**src/rtl/riscv_v_pkg.sv**
```systemverilog
// Vector-extension architectural constants shared across the Dragonfang vector pipeline.
package riscv_v_pkg;

    localparam int unsigned VLEN = 128;

endpackage : riscv_v_pkg

```
**src/rtl/dragonfang_pkg.sv**
```systemverilog
// Dragonfang core-wide types: result tag width and the tagged result packet.
package dragonfang_pkg;

    localparam int unsigned TAG_WIDTH = 5;

    typedef struct packed {
        logic [TAG_WIDTH-1:0]          tag;
        logic [riscv_v_pkg::VLEN-1:0]  data;
    } data_packet_t;

endpackage : dragonfang_pkg

```
**src/rtl/writeback_unit.sv**
```systemverilog
// Vector writeback unit: buffers tagged execution results in a circular FIFO, retires them
// in order to the register file and feeds the last retired result back as a bypass.
module writeback_unit
    import dragonfang_pkg::*;
    import riscv_v_pkg::*;
#(
    parameter int unsigned DEPTH = 4
) (
    input  logic                         clock,
    input  logic                         reset_n,
    input  logic                         flush,
    input  logic                         input_valid,
    input  data_packet_t                 input_port,
    output logic                         input_ready,
    output logic                         write_enable,
    input  logic                         write_ready,
    output logic [TAG_WIDTH-1:0]         write_address,
    output logic [VLEN-1:0]              write_data,
    output logic                         bypass_valid,
    output data_packet_t                 bypass_port,
    output logic [$clog2(DEPTH+1)-1:0]   occupancy,
    output logic [15:0]                  retire_count
);

    localparam int unsigned PTR_W = $clog2(DEPTH);
    localparam int unsigned CNT_W = $clog2(DEPTH + 1);

    typedef enum logic [1:0] {
        ST_EMPTY,
        ST_PARTIAL,
        ST_FULL
    } state_t;

    state_t             state;
    state_t             state_next;
    logic [PTR_W-1:0]   wr_ptr;
    logic [PTR_W-1:0]   rd_ptr;
    logic [CNT_W-1:0]   count;
    logic [CNT_W-1:0]   count_next;
    data_packet_t       mem [DEPTH];
    data_packet_t       head;
    logic               push;
    logic               pop;

    // Pointers wrap explicitly so non-power-of-two depths never index past DEPTH-1.
    function automatic logic [PTR_W-1:0] ptr_inc(input logic [PTR_W-1:0] ptr);
        return (ptr == PTR_W'(DEPTH - 1)) ? '0 : ptr + PTR_W'(1);
    endfunction

    assign input_ready  = (state != ST_FULL);
    assign write_enable = (state != ST_EMPTY);
    assign push         = input_valid && input_ready && !flush;
    assign pop          = write_enable && write_ready && !flush;

    assign head          = mem[rd_ptr];
    assign write_address = head.tag;
    assign write_data    = head.data;
    assign occupancy     = count;

    always_comb begin
        // NOTE: every combinational output gets a default first so no path can infer a latch.
        count_next = count;
        if (flush) begin
            count_next = '0;
        end else if (push && !pop) begin
            count_next = count + CNT_W'(1);
        end else if (pop && !push) begin
            count_next = count - CNT_W'(1);
        end
    end

    always_comb begin
        state_next = state;
        if (flush) begin
            state_next = ST_EMPTY;
        end else begin
            unique case (state)
                ST_EMPTY: begin
                    if (push) state_next = ST_PARTIAL;
                end
                ST_PARTIAL: begin
                    if (push && !pop && count == CNT_W'(DEPTH - 1)) begin
                        state_next = ST_FULL;
                    end else if (pop && !push && count == CNT_W'(1)) begin
                        state_next = ST_EMPTY;
                    end
                end
                ST_FULL: begin
                    if (pop) state_next = ST_PARTIAL;
                end
                default: state_next = ST_EMPTY;
            endcase
        end
    end

    // NOTE: sequential state uses non-blocking assignments so every register samples pre-edge values.
    always_ff @(posedge clock or negedge reset_n) begin
        if (!reset_n) begin
            state  <= ST_EMPTY;
            wr_ptr <= '0;
            rd_ptr <= '0;
            count  <= '0;
        end else begin
            state <= state_next;
            count <= count_next;
            if (flush) begin
                wr_ptr <= '0;
                rd_ptr <= '0;
            end else begin
                if (push) wr_ptr <= ptr_inc(wr_ptr);
                if (pop)  rd_ptr <= ptr_inc(rd_ptr);
            end
        end
    end

    // NOTE: the storage array has no reset; an entry is only read after a push has written it.
    always_ff @(posedge clock) begin
        if (push) begin
            mem[wr_ptr] <= input_port;
        end
    end

    always_ff @(posedge clock or negedge reset_n) begin
        if (!reset_n) begin
            bypass_valid <= 1'b0;
            bypass_port  <= '0;
            retire_count <= '0;
        end else if (flush) begin
            bypass_valid <= 1'b0;
        end else if (pop) begin
            bypass_valid <= 1'b1;
            bypass_port  <= head;
            if (retire_count != 16'hFFFF) begin
                retire_count <= retire_count + 16'd1;
            end
        end
    end

endmodule : writeback_unit

```
**config.mk**
```make
export PLATFORM = sky130hd
export DESIGN_NAME = writeback_unit
export DESIGN_NICKNAME = d
export VERILOG_FILES = /design/src/rtl/riscv_v_pkg.sv /design/src/rtl/dragonfang_pkg.sv /design/src/rtl/writeback_unit.sv
export SDC_FILE = /design/constraint.sdc
export NUM_CORES = 1
export LEC_CHECK = 0
export BUFFER_PORTS_ARGS = -buffer_cell sky130_fd_sc_hd__buf_2
export CORE_ASPECT_RATIO = 0.8
export CORE_MARGIN = 8
export CORE_UTILIZATION = 56
export DETAILED_ROUTE_END_ITERATION = 12
export GPL_ROUTABILITY_DRIVEN = 0
export PLACE_DENSITY = 0.8
export SLEW_MARGIN = 25
export SYNTH_ARGS = -nofsm -noshare
export SYNTH_HDL_FRONTEND = slang
export SYNTH_SLANG_ARGS = --single-unit
export TNS_END_PERCENT = 100
```
**constraint.sdc**
```tcl
create_clock -name clock -period 5.4 [get_ports clock]
set_input_delay 1.08 -clock clock [delete_from_list [all_inputs] [get_ports clock]]
set_output_delay 1.08 -clock clock [all_outputs]
set_load 0.02 [all_outputs]
```
[After elaboration in Yosys (flattened, before gate mapping)]
Memory sizes are Yosys's and may differ from the RTL's.
Index checks and enable logic that the tools add are counted.
Word-level totals
  logic and storage cells: 64
  bits in registers: 159
  bits of input ports: 138
  memories: 1
  bits in writable memories: 532
Cells by class
  equal/unequal tests: 11
  reduce and logical (&&, ||, !) cells: 19
  $add $sub $neg: 5
  bitwise operators: 1
  muxes and demuxes: 19
Memory list
  mem: words 4, width 133, rd ports 1, clocked after memory_dff 0, wr ports 1, line writeback_unit.sv:40  | data_packet_t mem [DEPTH];
Operators with widths (number)
  $mux 2: 11
  $add 16x1->16 const B: 1
  $ne 16x16->1 const B: 1
  $mux 3: 3
  $logic_and 1x1->1: 8
  $eq 2x2->1 const B: 3
  $ne 3x3->1 const B: 2
  $pmux 2 s3: 1
  $reduce_and 3->1: 2
  $reduce_bool 2->1: 3
  $add 2x1->2 const B: 2
  $mux 1: 4
  $ne 4x4->1 const B: 1
  $add 3x1->3 const B: 1
  $eq 3x1->1 const B: 1
  $eq 3x2->1 const B: 1
  $logic_not 1->1: 3
  $reduce_bool 3->1: 1
  $sub 3x1->3 const B: 1
  $eq 2x1->1 const B: 1
  $logic_not 2->1: 1
  $ne 2x2->1 const B: 1
  $reduce_and 2->1: 1
  $not 1->1: 1

[Longest topological paths before layout]
  depth after elaboration: 10
  depth in mapped cells: 7

[Worst setup path after synthesis]
OpenSTA, ideal clock, no wires.
  path type: input -> register
  start: in input_valid
  end: mem mem[0][0] (netlist name) (enable)
  path buffers: 1
  stages: 4
  required time: 4.891 ns
  slack: 0.145 ns
  data arrival time: 4.747 ns
  library setup time: 0.509 ns
  path through: clkbuf_1 nand2_1 nor2_1 and2_1
On the way
  longest elaborated chain between the ends: 4
Ends and longest elaborated chain
  from (decl): line writeback_unit.sv:12  | input logic input_valid,
  $logic_and 1x1->1 (2 in series): line writeback_unit.sv:52  | assign push = input_valid && input_ready && !flush;
  $mux 1: line writeback_unit.sv:118  | if (push) begin
  $mux 1 (not written as such): line writeback_unit.sv:119  | mem[wr_ptr] <= input_port;
  to (decl): line writeback_unit.sv:40
Every way passes these cells.

[Worst setup path in the final report]
  start: reg rd_ptr[0]
  end: out write_data[54]
On the way
  longest elaborated chain between the ends: 1
Ends and longest elaborated chain
  from (decl): line writeback_unit.sv:37  | logic [PTR_W-1:0] rd_ptr;
  from (signal assigned): line writeback_unit.sv:111  | if (pop) rd_ptr <= ptr_inc(rd_ptr);
  $mem_v2 4x133
  to (decl): line writeback_unit.sv:18  | output logic [VLEN-1:0] write_data,
Every way passes these cells.

==> flow_summary.ini <==
[status]
status = finished clean

[yosys]
ys_warn_count = 0
ys_async_sr_fraction_pct = 23.0
synth_top_area_share_pct = 62.0
yosysTopAreaCell = edfxtp_1
syn_nets = 1271
synth_edf_count = 532
synth_cell_type_count = 41
ys_ff_latch = 691
synthFlopType = edfxtp_1
synth.avg_cell_area_sq_um = 22.9
synthTopCellsByCount = edfxtp_1 (532), dfrtp_1 (159), mux4_2 (133)
synth_most_common_cell = edfxtp_1
yosysSeqAreaShare_pct = 77.5
yosys-top-cells-area = edfxtp_1 (62%), dfrtp_1 (15%), mux4_2 (12%)
mappedNetlistArea_sq_um = 25800
syn_inst = 1124

[worst_setup_path]
crit_slowest_cell = dfrtp_4
critical_path_class = reg2out
critPathMaxStageDelay_ns = 0.98
crit_fanout = 41
cp_data_arrival_time_ns = 2.83
worstPathRequired_ns = 4.32
cp-start-kind = flop
cp_cell_sequence = buf_12 > mux4_2 > buf_2
worstSetupEndpointType = output port

[timing]
drv_slew = 0
relSlewSlack_pct = 39.7
final.min_clock_period_ns = 3.91
period_share_pct = 72.5
setup-violations-final = 0
rsz0062_at_grt = no
tightest_slew_ns = 0.904
tns_ns = 0
finalClockSkew_ns = 0.0301
hold_violations = 0
fmax_mhz = 255

[cells_and_area]
area_growth_pct = 19.7
stdcell_count = 2265
nNetsFinal = 1731
n_fill_cell = 2868
drive_above_1_share_pct = 50.3

[grt]
gr-total-overflow = 0
antenna_found_initial = 19
grt_max_degree = 134
grt_usage_pct = 20.7
grt_pass1_wl_um = 85200
grt_pass1_vias = 13900

[cts]
htreeDepth = 3
worstSkewPairLatency_ns = 0.61
cts_root_buf = clkbuf_16
cts_tree = done
clock_sinks = 691
post_cts_resized = 0
postCtsSetupRepairBufs = 0
cts_made_buffers = 67
cts.hold.buffers_added = 0
clock_path_buffers = 3
clk_pin_slew_ns = 0.06

[routing]
drtIter0Drc = 832
routed-wl-met3_um = 3600
wl_met1_um = 21800
antenna_left = 0
routedWlPerCell_um = 24.6
route.met2.wl_um = 28900
drc = 0
via_count = 12800
drt-vias-per-instance = 5.65
drt-pass1-iter-count = 5
top_layer = met5
routed_wl_um = 55700

[floorplan]
die-area_sq_um = 53100
row_count = 70
initial_utilization_pct = 56.5
pin_count = 426
core_sq_um = 45500
fp.dieW_um = 256
chipHeight_um = 208

[min_path]
hold_class = in2async

[power]
switching_share_pct = 25.2
seqPwrFrac_pct = 50.1
p_switching_mw = 3.20
p_int_mw = 9.51
p_comb_share_pct = 14.4
p_leak_nw = 11.3
pwr-share-clk_pct = 35.5
irDropWorstVdd_v = 0.000380
cellPowerDensity_nw_per_um2 = 412

[placement]
portBuffers = 425
place_inst = 2127
dpl.hpwl_um = 35100

[flow_run]
max-cap-violations = 0
[cell families (layout without fill, tap and decap cells)]
logic type,count (synthesis),count (layout),share of synthesized area [%]
flip-flops,691,691,77.5
multiplexers,270,270,18.3
adder cells (fa/ha/maj),9,9,0.437
AND/OR/NAND/NOR,48,48,1.06
XOR/XNOR,17,17,0.578
AO/OA/AOI/OAI,29,29,0.811
buffers and inverters,60,575,1.30
other,0,14,0
[path summary, 6_finish.rpt]
check                               start                to  slack (ns)  cells past startpoint
hold / removal                    reset_n  bypass_port[106]        0.48                      1
hold reg to reg            bypass_port[8]    bypass_port[8]        0.50                      1
setup / recovery                rd_ptr[0]    write_data[54]        1.49                      3
setup reg to reg                 state[0]        mem[1][10]        2.42                      5
min in group clock         bypass_port[8]    bypass_port[8]        0.50                      1
max in group asynchronous         reset_n         rd_ptr[0]        3.82                      2
[stage by stage]
step	power (mW)	cell area, sq um	utilization, %	hold slack [ns]	worst slack, ns
floorplan	7.58	25800	-	0.543	0.145
global route	13.1	30800	67.6	0.512	1.30
global placement	8.24	28600	62.9	0.480	2.03
detailed placement	8.31	28600	62.9	0.488	1.98
CTS	12.8	30800	67.6	0.499	1.39
finish	12.7	30800	67.7	0.484	1.49
[worst max-delay path, delay by kind of cell (launching register included)]
kind,cells,cell delay [ns]
buffers and inverters,2,0.56
flip-flops,1,0.98
multiplexers,1,0.61
[cell type report]
| type | count | area [sq um] | area share (%) |
|---|---|---|---|
| Multi-Input combinational cell | 373 | 5480 | 17.8 |
| Clock buffer | 99 | 1980 | 6.43 |
| Clock inverter | 25 | 178 | 0.576 |
| Inverter | 9 | 33.8 | 0.110 |
| Antenna cell | 14 | 35.0 | 0.114 |
| Timing Repair Buffer | 442 | 2390 | 7.74 |
| Tap cell | 612 | 766 | 2.48 |
| Sequential cell | 691 | 20000 | 64.8 |
[power by group through the flow]
stage | clock [mW] | combinational (mW) | sequential (mW)
finish | 4.52 | 1.83 | 6.36
global route | 4.81 | 1.93 | 6.41
CTS | 4.62 | 1.86 | 6.37
detailed placement | 0 | 1.85 | 6.46
global placement | 0 | 1.80 | 6.44
floorplan | 0 | 0.772 | 6.81
[routing by layer]
| metal | GRT usage, % | vias to the layer above |
|---|---|---|
| met5 | 0 | - |
| met3 | 5.44 | 101 |
| met1 | 26.2 | 6704 |
| met2 | 34.8 | 444 |
| li1 | - | 5530 |
| met4 | 6.96 | 14 |
[state kept, by name, indices dropped and copies added (netlist names)]
name / count
state: 2
rd_ptr: 2
mem: 532
retire_count: 16
wr_ptr: 2
bypass_valid: 1
bypass_port: 133
occupancy: 3
[cell usage in the layout (no fill, tap or decap), types with 9 or more instances in the layout]
master,synthesis,final
ha_1,9,9
clkbuf_16,0,70
xnor2_1,16,16
mux2_4,48,48
mux4_2,133,133
clkbuf_8,0,12
buf_12,0,10
clkinv_2,0,12
nand2_1,10,10
mux2_2,87,87
dfrtp_1,159,157
edfxtp_1,532,532
diode_2,0,14
inv_1,9,9
buf_2,25,424
clkbuf_1,12,17
Power figures use the tool's default switching activity.
